[config.mk]
export PLATFORM = sky130hd
export DESIGN_NAME = sr_latch_bank_flat
export DESIGN_NICKNAME = d
export VERILOG_FILES = /design/src/rtl/sr_latch_bank_if.sv /design/src/rtl/sr_latch_bank.sv /design/src/flat_wrapper.sv
export SDC_FILE = /design/constraint.sdc
export NUM_CORES = 1
export LEC_CHECK = 0
export BUFFER_PORTS_ARGS = -buffer_cell sky130_fd_sc_hd__buf_2
export CORE_MARGIN = 8
export CORE_UTILIZATION = 30
export CTS_BUF_LIST = sky130_fd_sc_hd__clkbuf_4 sky130_fd_sc_hd__clkbuf_8
export DETAILED_ROUTE_END_ITERATION = 10
export GPL_TIMING_DRIVEN = 0
export HOLD_SLACK_MARGIN = 0.06
export SETUP_SLACK_MARGIN = 0.3
export SYNTH_ARGS = -nofsm -noshare
export SYNTH_HDL_FRONTEND = slang
export SYNTH_SLANG_ARGS = --single-unit
[constraint.sdc]
create_clock -name clk -period 2.1 [get_ports clk]
set_input_delay 0.525 -clock clk [delete_from_list [all_inputs] [get_ports clk]]
set_output_delay 0.525 -clock clk [all_outputs]
set_load 0.01 [all_outputs]
[src/rtl/sr_latch_bank_if.sv]
// sr_latch_bank bus: enable, set/reset and flag-clear requests
// in; registered state, complement, conflict flags (and count) out.
// Optional: SR_CONFLICT_CNT_EN adds conflict_cnt.
interface sr_latch_bank_if #(
   parameter int WIDTH = 8,
   parameter int CNT_W = 8
);
   logic             en;
   logic [WIDTH-1:0] S;
   logic [WIDTH-1:0] R;
   logic             clr_flag;
   logic [WIDTH-1:0] Q;
   logic [WIDTH-1:0] Qinv;
   logic [WIDTH-1:0] conflict;
`ifdef SR_CONFLICT_CNT_EN
   logic [CNT_W-1:0] conflict_cnt;
`endif

   if (WIDTH < 1 || WIDTH > 32) begin : g_wchk
      $error("sr_latch_bank_if: WIDTH out of range");
   end
   if (CNT_W < 2 || CNT_W > 16) begin : g_cchk
      $error("sr_latch_bank_if: CNT_W out of range");
   end

   modport master (
      output en, S, R, clr_flag,
      input  Q, Qinv, conflict
`ifdef SR_CONFLICT_CNT_EN
      , input conflict_cnt
`endif
   );

   modport slave (
      input  en, S, R, clr_flag,
      output Q, Qinv, conflict
`ifdef SR_CONFLICT_CNT_EN
      , output conflict_cnt
`endif
   );
endinterface

[src/rtl/sr_latch_bank.sv]
// Bank of WIDTH clocked SR channels with sticky conflict flags.
// Ports: clk, rst (sync, active-high), bus (sr_latch_bank_if.slave).
// Optional: SR_CONFLICT_CNT_EN adds a saturating conflict counter.
module sr_latch_bank #(
   parameter int WIDTH = 8,
   parameter int MODE  = 0,
   parameter int CNT_W = 8
) (
   input logic            clk,
   input logic            rst,
   sr_latch_bank_if.slave bus
);
   logic [WIDTH-1:0] q;
   logic [WIDTH-1:0] qinv;
   logic [WIDTH-1:0] conf;
   logic [WIDTH-1:0] q_n;
   logic [WIDTH-1:0] conf_n;
   logic [WIDTH-1:0] both;
   logic [WIDTH-1:0] res;

   if (WIDTH < 1 || WIDTH > 32) begin : g_wchk
      $error("sr_latch_bank: WIDTH out of range");
   end
   if (CNT_W < 2 || CNT_W > 16) begin : g_cchk
      $error("sr_latch_bank: CNT_W out of range");
   end

   assign both = bus.S & bus.R;

   // Value taken by a channel that sees S=R=1.
   // Unknown MODE values fall back to hold.
   always_comb begin
      res = q;
      unique case (1'b1)
         (MODE == 0): res = '1;
         (MODE == 1): res = '0;
         (MODE == 3): res = ~q;
         default:     res = q;
      endcase
   end

   always_comb begin
      q_n = (q & ~bus.S & ~bus.R)
          | (bus.S & ~bus.R)
          | (both & res);
      // A fresh conflict beats a clear on the same edge.
      conf_n = (bus.clr_flag ? '0 : conf) | both;
   end

   // Qinv is its own register so it never lags Q.
   always_ff @(posedge clk) begin
      if (rst) begin
         q    <= '0;
         qinv <= '1;
         conf <= '0;
      end else if (bus.en) begin
         q    <= q_n;
         qinv <= ~q_n;
         conf <= conf_n;
      end
   end

   assign bus.Q        = q;
   assign bus.Qinv     = qinv;
   assign bus.conflict = conf;

`ifdef SR_CONFLICT_CNT_EN
   logic [CNT_W-1:0] cnt;

   // One count per conflicting cycle; clr_flag leaves it alone.
   always_ff @(posedge clk) begin
      if (rst) begin
         cnt <= '0;
      end else if (bus.en && (|both) && (cnt != '1)) begin
         cnt <= cnt + 1'b1;
      end
   end

   assign bus.conflict_cnt = cnt;
`endif
endmodule

[src/flat_wrapper.sv]
// flat-port wrapper written by rule: the top's interface ports become plain ports
module sr_latch_bank_flat 
#(
   parameter int WIDTH = 8,
   parameter int MODE  = 0,
   parameter int CNT_W = 8
)
  (clk, rst, bus_en, bus_S, bus_R, bus_clr_flag, bus_Q, bus_Qinv, bus_conflict);
  sr_latch_bank_if #(.WIDTH(WIDTH), .CNT_W(CNT_W)) bus_i ();
  input logic clk;
  input logic rst;
  input wire logic [$bits(bus_i.en)-1:0] bus_en;
  input wire logic [$bits(bus_i.S)-1:0] bus_S;
  input wire logic [$bits(bus_i.R)-1:0] bus_R;
  input wire logic [$bits(bus_i.clr_flag)-1:0] bus_clr_flag;
  output wire logic [$bits(bus_i.Q)-1:0] bus_Q;
  output wire logic [$bits(bus_i.Qinv)-1:0] bus_Qinv;
  output wire logic [$bits(bus_i.conflict)-1:0] bus_conflict;
  assign bus_i.en = bus_en;
  assign bus_i.S = bus_S;
  assign bus_i.R = bus_R;
  assign bus_i.clr_flag = bus_clr_flag;
  assign bus_Q = bus_i.Q;
  assign bus_Qinv = bus_i.Qinv;
  assign bus_conflict = bus_i.conflict;
  sr_latch_bank #(.WIDTH(WIDTH), .MODE(MODE), .CNT_W(CNT_W)) u_core (.clk(clk), .rst(rst), .bus(bus_i));
endmodule
==> flow_summary.toml, run 1 <==
[outcome]
status = "completed"

[yosys]
yosys_most_used_dff = "dfxtp_1"
synthArstFlopShare_pct = 0
synth_area_leaders = "dfxtp_1 43%, a21bo_1 14%, a21oi_2 12%, a311o_1 7.1%, or2b_1 4.0%"
syn-mean-instance-area_um2 = 10.1
yosysTopAreaCell = "dfxtp_1"
synth_cells = 112
synth_edf_count = 0
synthDistinctLibCells = 15
synth_top_cell_area_share_pct = 42.5
ys_ff_latch = 24
ys_warn_count = 0
syn_area_um2 = 1130
ys_seq_area_share_pct = 42.5
synth_fp_nets = 132

[clock_tree]
cts_htree_levels = 1
root_buffer = "clkbuf_8"
post_cts_buffers = 0
numCtsBuffers = 3
clkSlewWorstSetupHoldPaths_ps = 80
cts_resized = 0
hold_buffers = 0
clockBufferDepth = 2
clk_latency_ps = 260
cts.sink_count = 24
tritoncts = "yes"

[finish]
synthToLayoutAreaGrowth_pct = 27.6
fin_util_pct = 39.7
drive_gt1_share_pct = 43.3
finalInstanceArea_um2 = 1440
register_area_um2 = 480
multi_input_area_um2 = 556
nets = 179
n_fill_cell = 374
insertedDiodeCount = 0
stdcell_count = 205

[setup_path]
r2r_cells = 2
critical_path_required_ps = 1570
r2r_slack_ps = 1080
slowest_stage = "dfxtp_1"
crit_end = "bus_Q[4]"
cp_top_family = "flip-flops"
critPathMaxStageDelay_ps = 370
crit_cells = 1
crit_fanout = 3
critPathLaunch = "u_core.bus.Q[4]"
cp_cell_sequence = "buf_2"
crit_path_start_kind = "register"
reg2reg_to = "u_core.bus.Qinv[1]"
cp_data_arrival_time_ps = 780
crit_buf_inv = 1
path_class = "reg2out"
regToRegStartpoint = "u_core.bus.Q[1]"
end_kind = "primary output"

[routing]
dr.first_iter.drc_count = 35
drt_first_pass_iters = 4
dr_wl_met3_um = 274
route.layer.met1.wl_um = 1230
wire_per_inst_um = 14.6
drc = 0
vias_per_cell = 4.74
dr_wl_met2_um = 1470
num_vias = 971
top_layer_used = "met4"
drtAntennaViolNets = 0
routed_wl_um = 3000

[pwr]
p_per_area_nw_per_um2 = 649
power_frac_comb_pct = 18.8
power_frac_clock_pct = 28.2
power_uw = 936
pwr-share-seq_pct = 53.0
p_int_uw = 695
power.switching_uw = 242
peakVddDrop_mv = 0.366
swShare_pct = 25.8
power_leakage_nw = 0.645

[floorplan]
coreArea_um2 = 3630
die_width_um = 77.4
die_h_um = 77.4
num_io_pins = 44
die_area_um2 = 5990
initial_utilization_pct = 31.1
rows = 22

[sta]
skew_ps = 1.17
relSlewSlack_pct = 79.0
hold_viol_final = 0
worst_pin_slew_ps = 314
setup_violations = 0
period_needed_ps = 1300
finalCritPeriodShare_pct = 62.0
holdWs_ps = 532
rsz0062_at_grt = "no"
fin_tns_setup_ps = 0
fmax_mhz = 768
maxSlewViolCount = 0
fin_ws_ps = 798

[placement]
dp_hpwl_um = 2280
pre_cts_ws_ps = 746
port_buffers = 42
dpl.cell_count = 202
dpl_cell_area_um2 = 1400
place.gp.congestion = 0.709

[hold_path]
hold_class = "in2reg"

[grt]
grt_use_total_pct = 9.93
grt_max_degree = 13
antenna_found_initial = 0
overflow = 0
grt_pass1_vias = 1023
grt_pass1_wl_um = 4820

[job]
max-cap-violations = 0
-- registers in the layout, indices dropped and copies added (netlist names) --
name / cells
u_core.bus.Q: 8
u_core.bus.Qinv: 8
u_core.bus.conflict: 8
-- final cells by class --
cell class | instances | area share, %
flip-flops and latches | 24 | 33.3
multi-input cells | 72 | 38.5
plain buffers | 8 | 4.43
clock buffers | 3 | 2.86
well taps | 48 | 4.17
repair buffers | 42 | 14.6
inverters | 8 | 2.08
-- power by group through the flow --
stage               Sequential [mW]  Clock [mW]  Combinational, mW
finish                        0.496       0.264              0.176
global placement              0.506           0              0.174
global route                  0.500       0.299              0.192
CTS                           0.497       0.276              0.179
detailed placement            0.507           0              0.178
floorplan                     0.520           0             0.0905
-- worst min-delay path by stage --
stage | startpoint | to | cells after the start | slack (ps)
floorplan | u_core.bus.Q[3] | u_core.bus.Qinv[3] | 2 | 570
global placement | u_core.bus.Qinv[3] | u_core.bus.Qinv[3] | 2 | 540
detailed placement | u_core.bus.Qinv[2] | u_core.bus.Qinv[2] | 2 | 550
CTS | bus_S[2] | u_core.bus.Q[2] | 3 | 530
global route | bus_S[3] | u_core.bus.Q[3] | 3 | 530
finish | bus_S[3] | u_core.bus.Q[3] | 3 | 530
-- logic make-up (layout without fill, tap and decap cells) --
group	count (synthesis)	after routing	share of synthesized area (%)
flip-flops	24	24	42.5
AND/OR/NAND/NOR	32	32	15.8
AO/OA/AOI/OAI	40	40	33.3
buffers and inverters	16	61	8.30
-- per-layer routing --
layer  up-vias  global-route usage (%)
met5         -                       0
met4         0                    3.40
met3         2                    4.49
met2        34                    17.4
met1       457                    10.2
li1        478                       -
-- placed cells by master, fill, tap and decap left out, drive strengths merged --
| cell type | count |
|---|---|
| a21oi | 16 |
| or2b | 6 |
| and2b | 1 |
| nand2b | 2 |
| a21bo | 16 |
| buf | 50 |
| nand2 | 8 |
| a311o | 8 |
| dfxtp | 24 |
| inv | 8 |
| nand3 | 8 |
| nor2b | 7 |
| clkbuf | 3 |
-- worst register-to-register path, delay by kind of cell, from the launching register on --
| kind | cells | cell delay (ps) |
|---|---|---|
| DFF | 1 | 350 |
| AOI/OAI and AO/OA | 1 | 340 |
| and+or+nand+nor | 1 | 230 |
-- synthesized netlist by cell type (3+ instances only) --
| master | number |
|---|---|
| buf_2 | 3 |
| a311o_1 | 8 |
| a21oi_2 | 15 |
| nor2b_1 | 7 |
| inv_1 | 8 |
| dfxtp_1 | 24 |
| nand2_1 | 8 |
| buf_6 | 3 |
| nand3_1 | 8 |
| a21bo_1 | 16 |
| or2b_1 | 6 |
Power figures use the tool's default switching activity.
==> run 2, diff against run 1 <==
Clock period 2.1 ns to 1.3 ns, I/O delays scaled along.
==> run 2 against run 1 <==
Clock-buffer cell count grew 1. Critical endpoint is now bus_Q[5]. Via count grew 2.8%. Critical path type unchanged. Utilization grew 5.8 points.
==> flow_summary.toml, run 2 (synthesis results as in run 1) <==
[setup_path]
crit_path_start_kind = "register"
cp_cell_sequence = "buf_6"
critPathMaxStageDelay_ps = 360
end_kind = "primary output"
slowest_stage = "dfxtp_2"
cp_data_arrival_time_ps = 720
critPathLaunch = "u_core.bus.Q[5]"
cp_top_family = "flip-flops"
critical_path_required_ps = 980
regToRegStartpoint = "u_core.bus.Q[5]"
path_class = "reg2out"
crit_fanout = 3
crit_buf_inv = 1

[finish]
drive_gt1_share_pct = 59.4
synthToLayoutAreaGrowth_pct = 46.1
multi_input_area_um2 = 556
nets = 181
n_fill_cell = 373
stdcell_count = 208
final_cell_mix = "27 x buf_6, 24 x dfxtp_2, 21 x buf_2, 16 x a21bo_1, 15 x a21oi_2"
finalInstanceArea_um2 = 1650
register_area_um2 = 510
insertedDiodeCount = 0
final_common_cell = "buf_6"

[floorplan]
die_h_um = 77.4
die_area_um2 = 5990
num_io_pins = 44
rows = 22
initial_utilization_pct = 31.1
die_width_um = 77.4
coreArea_um2 = 3630

[routing]
drtAntennaViolNets = 0
dr.first_iter.drc_count = 47
num_vias = 998
drc = 0
vias_per_cell = 4.80
drt_first_pass_iters = 4
wire_per_inst_um = 14.6
routed_wl_um = 3040

[sta]
fmax_mhz = 953
finalCritPeriodShare_pct = 80.8
skew_ps = 0.418
worst_pin_slew_ps = 301
hold_viol_final = 0
relSlewSlack_pct = 80.0
rsz0062_at_grt = "yes"
maxSlewViolCount = 0
setup_violations = 0
period_needed_ps = 1050
fin_tns_setup_ps = 0

[hold_path]
hold_start = "bus_S[3]"
hold_class = "in2reg"

[job]
max-cap-violations = 0

[grt]
grt_use_total_pct = 10.4
overflow = 0
grt_pass1_vias = 1098
antenna_found_initial = 0
grt_pass1_wl_um = 5210
grt_max_degree = 14

[placement]
place.gp.congestion = 0.703
dpl.cell_count = 202
dpl_cell_area_um2 = 1410
dp_hpwl_um = 2210
port_buffers = 42

[outcome]
status = "completed"

[pwr]
swShare_pct = 25.0
power_frac_comb_pct = 20.3
power_leakage_nw = 0.705
p_per_area_nw_per_um2 = 1010
power_frac_clock_pct = 30.3
p_int_mw = 1.25
pwr-share-seq_pct = 49.3
power.switching_uw = 417
peakVddDrop_mv = 0.448

[clock_tree]
numCtsBuffers = 3
cts_htree_levels = 1
hold_buffers = 0
clockBufferDepth = 2
tritoncts = "yes"
clk_latency_ps = 260
clkSlewWorstSetupHoldPaths_ps = 90
cts.sink_count = 24
root_buffer = "clkbuf_8"
run 2: changes by cell type in the layout (fill, tap and decap cells not counted), sizes merged:
cell / before / now
buf: 50 / 52
clkbuf: 3 / 4
run 2: path summary, 6_finish.rpt:
check | depth (start not counted) | endpoint | slack [ps]
hold reg to reg | 2 | u_core.bus.Qinv[2] | 590
setup reg to reg | 2 | u_core.bus.Qinv[5] | 310
setup / recovery | 1 | bus_Q[5] | 250
hold / removal | 3 | u_core.bus.Q[3] | 320
run 2: power groups by stage:
stage	Clock, mW	Combinational [mW]	Sequential, mW
floorplan	0	0.146	0.842
global placement	0	0.281	0.819
detailed placement	0	0.288	0.821
CTS	0.515	0.342	0.820
global route	0.550	0.369	0.828
finish	0.505	0.338	0.821
run 2: area by class of cell:
class | instances | area share [%]
Tap cell | 48 | 3.64
Timing Repair Buffer | 44 | 22.7
Inverter | 8 | 1.82
Clock buffer | 4 | 3.34
Buffer | 8 | 3.87
Sequential cell | 24 | 30.9
Multi-Input combinational cell | 72 | 33.7
run 2: metal layers:
layer	track usage, %	wire length, um	up-vias
met4	3.40	34	0
met2	18.5	1500	25
met5	0	0	-
met3	2.88	173	2
met1	11.6	1340	488
li1	-	-	483
run 2: per-stage QoR:
stage,total power [mW],setup slack [ps],hold slack [ps],utilization (%)
after detailed placement,1.11,138,558,38.7
after global routing,1.75,217,321,45.4
after CTS,1.68,254,321,45.2
final,1.66,250,324,45.4
after global placement,1.10,153,538,38.7
after floorplan,0.988,337,431,-
run 2: what timing repair did:
action | 4_1_cts | 5_1_grt
setup endpoints to repair | 24 | 30
endpoints found under the hold margin | 0 | 0
cloned | 0 | 0
buffers inserted | 2 | 0
resized for setup | 40 | 2
==> run 3, diff against run 2 <==
Settings changed: ABC_AREA from default to 1.
Clock period 1.3 ns to 1 ns, I/O delays scaled along.
==> run 3 against run 2 <==
The run now ends with negative setup slack left. Largest power group unchanged. Highest routed layer unchanged. Die area down 14%. Wire length down 2.3%. Synthesized cell count up 12%. Global-route usage grew 0.35 points. Worst setup slack lost 310 ps. Largest cell class is now non-clock buffers.
==> flow_summary.toml, run 3 <==
[setup_path]
end_kind = "primary output"
crit_buf_inv = 1
crit_cells = 1
crit_fanout = 2
critPathMaxStageDelay_ps = 380
cp_data_arrival_time_ps = 810
slowest_stage = "dfxtp_2"
path_class = "reg2out"
r2r_cells = 6
cp_top_family = "flip-flops"
crit_path_start_kind = "register"
cp_cell_sequence = "buf_6"
critical_path_required_ps = 750

[finish]
final_common_cell = "buf_6"
fin_util_pct = 55.0
final_cell_mix = "34 x buf_6, 29 x nand2_1, 24 x dfxtp_2, 18 x buf_2, 15 x nand3_1"
synthToLayoutAreaGrowth_pct = 76.1
drive_gt1_share_pct = 61.3
stdcell_count = 214
nets = 202
finalInstanceArea_um2 = 1650
insertedDiodeCount = 0

[placement]
dpl.cell_count = 200
dpl_cell_area_um2 = 1250
dp_hpwl_um = 2000
port_buffers = 42
place.gp.congestion = 0.768

[floorplan]
num_io_pins = 44
die_area_um2 = 5170
die_width_um = 71.9
initial_utilization_pct = 31.2
die_h_um = 71.9
rows = 20
coreArea_um2 = 3000

[grt]
antenna_found_initial = 0
grt_pass1_vias = 978
grt_pass1_wl_um = 4460
grt_use_total_pct = 10.7
grt_max_degree = 15
overflow = 0

[sta]
hold_viol_final = 0
worst_pin_slew_ps = 254
fin_ws_ps = -61.5
period_needed_ps = 1060
maxSlewViolCount = 0
rsz0062_at_grt = "yes"
finalCritPeriodShare_pct = 106
setup_violations = 24
relSlewSlack_pct = 83.0
fmax_mhz = 942
skew_ps = 13.9

[routing]
vias_per_cell = 4.72
drc = 0
dr.first_iter.drc_count = 60
drtAntennaViolNets = 0
num_vias = 1010
routed_wl_um = 2970
drt_first_pass_iters = 4
wire_per_inst_um = 13.9

[clock_tree]
clockBufferDepth = 2
numCtsBuffers = 3
tritoncts = "yes"
clkSlewWorstSetupHoldPaths_ps = 140
root_buffer = "clkbuf_4"
cts_htree_levels = 1
clk_latency_ps = 320
cts.sink_count = 24

[yosys]
synth_fp_nets = 145
yosys-top-cells-count = "34 x nand2_1, 24 x dfxtp_1, 20 x nand3_1"
synthDistinctLibCells = 14
synth_edf_count = 0
synthArstFlopShare_pct = 0
yosysTopAreaCell = "dfxtp_1"
ys_warn_count = 0
yosys_most_used_dff = "dfxtp_1"
syn-mean-instance-area_um2 = 7.50
synth_top_cell_area_share_pct = 51.3
synth.most_common_cell = "nand2_1"
ys_seq_area_share_pct = 51.3
synth_area_leaders = "dfxtp_1 51%, nand2_1 14%, nand3_1 11%, a21oi_1 4.8%, nor2_1 4.8%"
ys_ff_latch = 24
synth_cells = 125
syn_area_um2 = 937

[hold_path]
min_path_cells = 2
hold_class = "in2reg"

[job]
max-cap-violations = 0

[pwr]
peakVddDrop_mv = 0.928
p_per_area_nw_per_um2 = 1370
power_leakage_nw = 0.793
power_mw = 2.27

[outcome]
status = "finished with violations"
violations = "negative setup slack"
## run 3: cell types whose count changed in the layout (fill, tap and decap cells not counted), moves of 5 or more
cell     before  now
nor2_1        0   12
nand3_2       0    5
nor2b_1       7    0
a311o_1       8    0
nand3_1       8   15
buf_6        27   34
a21oi_2      15    4
or2b_1        6    0
a21bo_1      16    0
nand2_1       8   29
## run 3: logic make-up (layout without fill, tap and decap cells)
kind of cell / after synthesis / count (layout) / synth area share [%]
compound gates: 13 / 13 / 6.94
simple gates: 72 / 72 / 33.5
buf+inv: 16 / 72 / 8.28
flops: 24 / 24 / 51.3
## run 3: area by class of cell
| cell class | count | area [um2] |
|---|---|---|
| fillers | 282 | 1350 |
| clock buffers | 3 | 22.5 |
| flip-flops and latches | 24 | 510 |
| clock inverters | 1 | 30.0 |
| repair buffers | 52 | 465 |
| inverters | 11 | 48.8 |
| well taps | 33 | 41.3 |
| multi-input cells | 85 | 472 |
| plain buffers | 5 | 60.1 |
## run 3: report_power, final
part | switching [mW] | internal, mW | leakage, nW
clock network | 0.306 | 0.406 | 0.0279
logic | 0.218 | 0.263 | 0.563
registers | 0.0469 | 1.03 | 0.202
total | 0.571 | 1.70 | 0.793
## run 3: path summary, 6_finish.rpt
| path | start | to | slack (ps) |
|---|---|---|---|
| max reg2reg | u_core.bus.Q[6] | u_core.bus.Q[6] | 120 |
| max | u_core.bus.Q[3] | bus_Q[3] | -60 |
| min | rst | u_core.bus.conflict[7] | 110 |
| min reg2reg | u_core.bus.conflict[5] | u_core.bus.conflict[5] | 480 |
## run 3: metrics by stage
stage / setup TNS, ps / setup WS [ps] / hold WS [ps]
2_1_floorplan: 0 / 254 / 385
3_3_place_gp: -297 / -37.5 / 440
3_5_place_dp: -387 / -50.6 / 454
4_1_cts: -1040 / -60.2 / 103
5_1_grt: -1940 / -110 / 87.3
6_report: -885 / -61.5 / 115
## run 3: layer usage
metal / part of all wire [%] / track usage [%]
met4: 0.40 / 2.49
met3: 5.2 / 4.27
met2: 50 / 19.3
met5: 0 / 0
met1: 44 / 11.4
## run 3: what timing repair did
action	4_1_cts	5_1_grt
gates resized for setup	47	23
pin swaps	12	13
hold buffers	0	0
buffers inserted	6	4
endpoints found under the setup margin	38	48
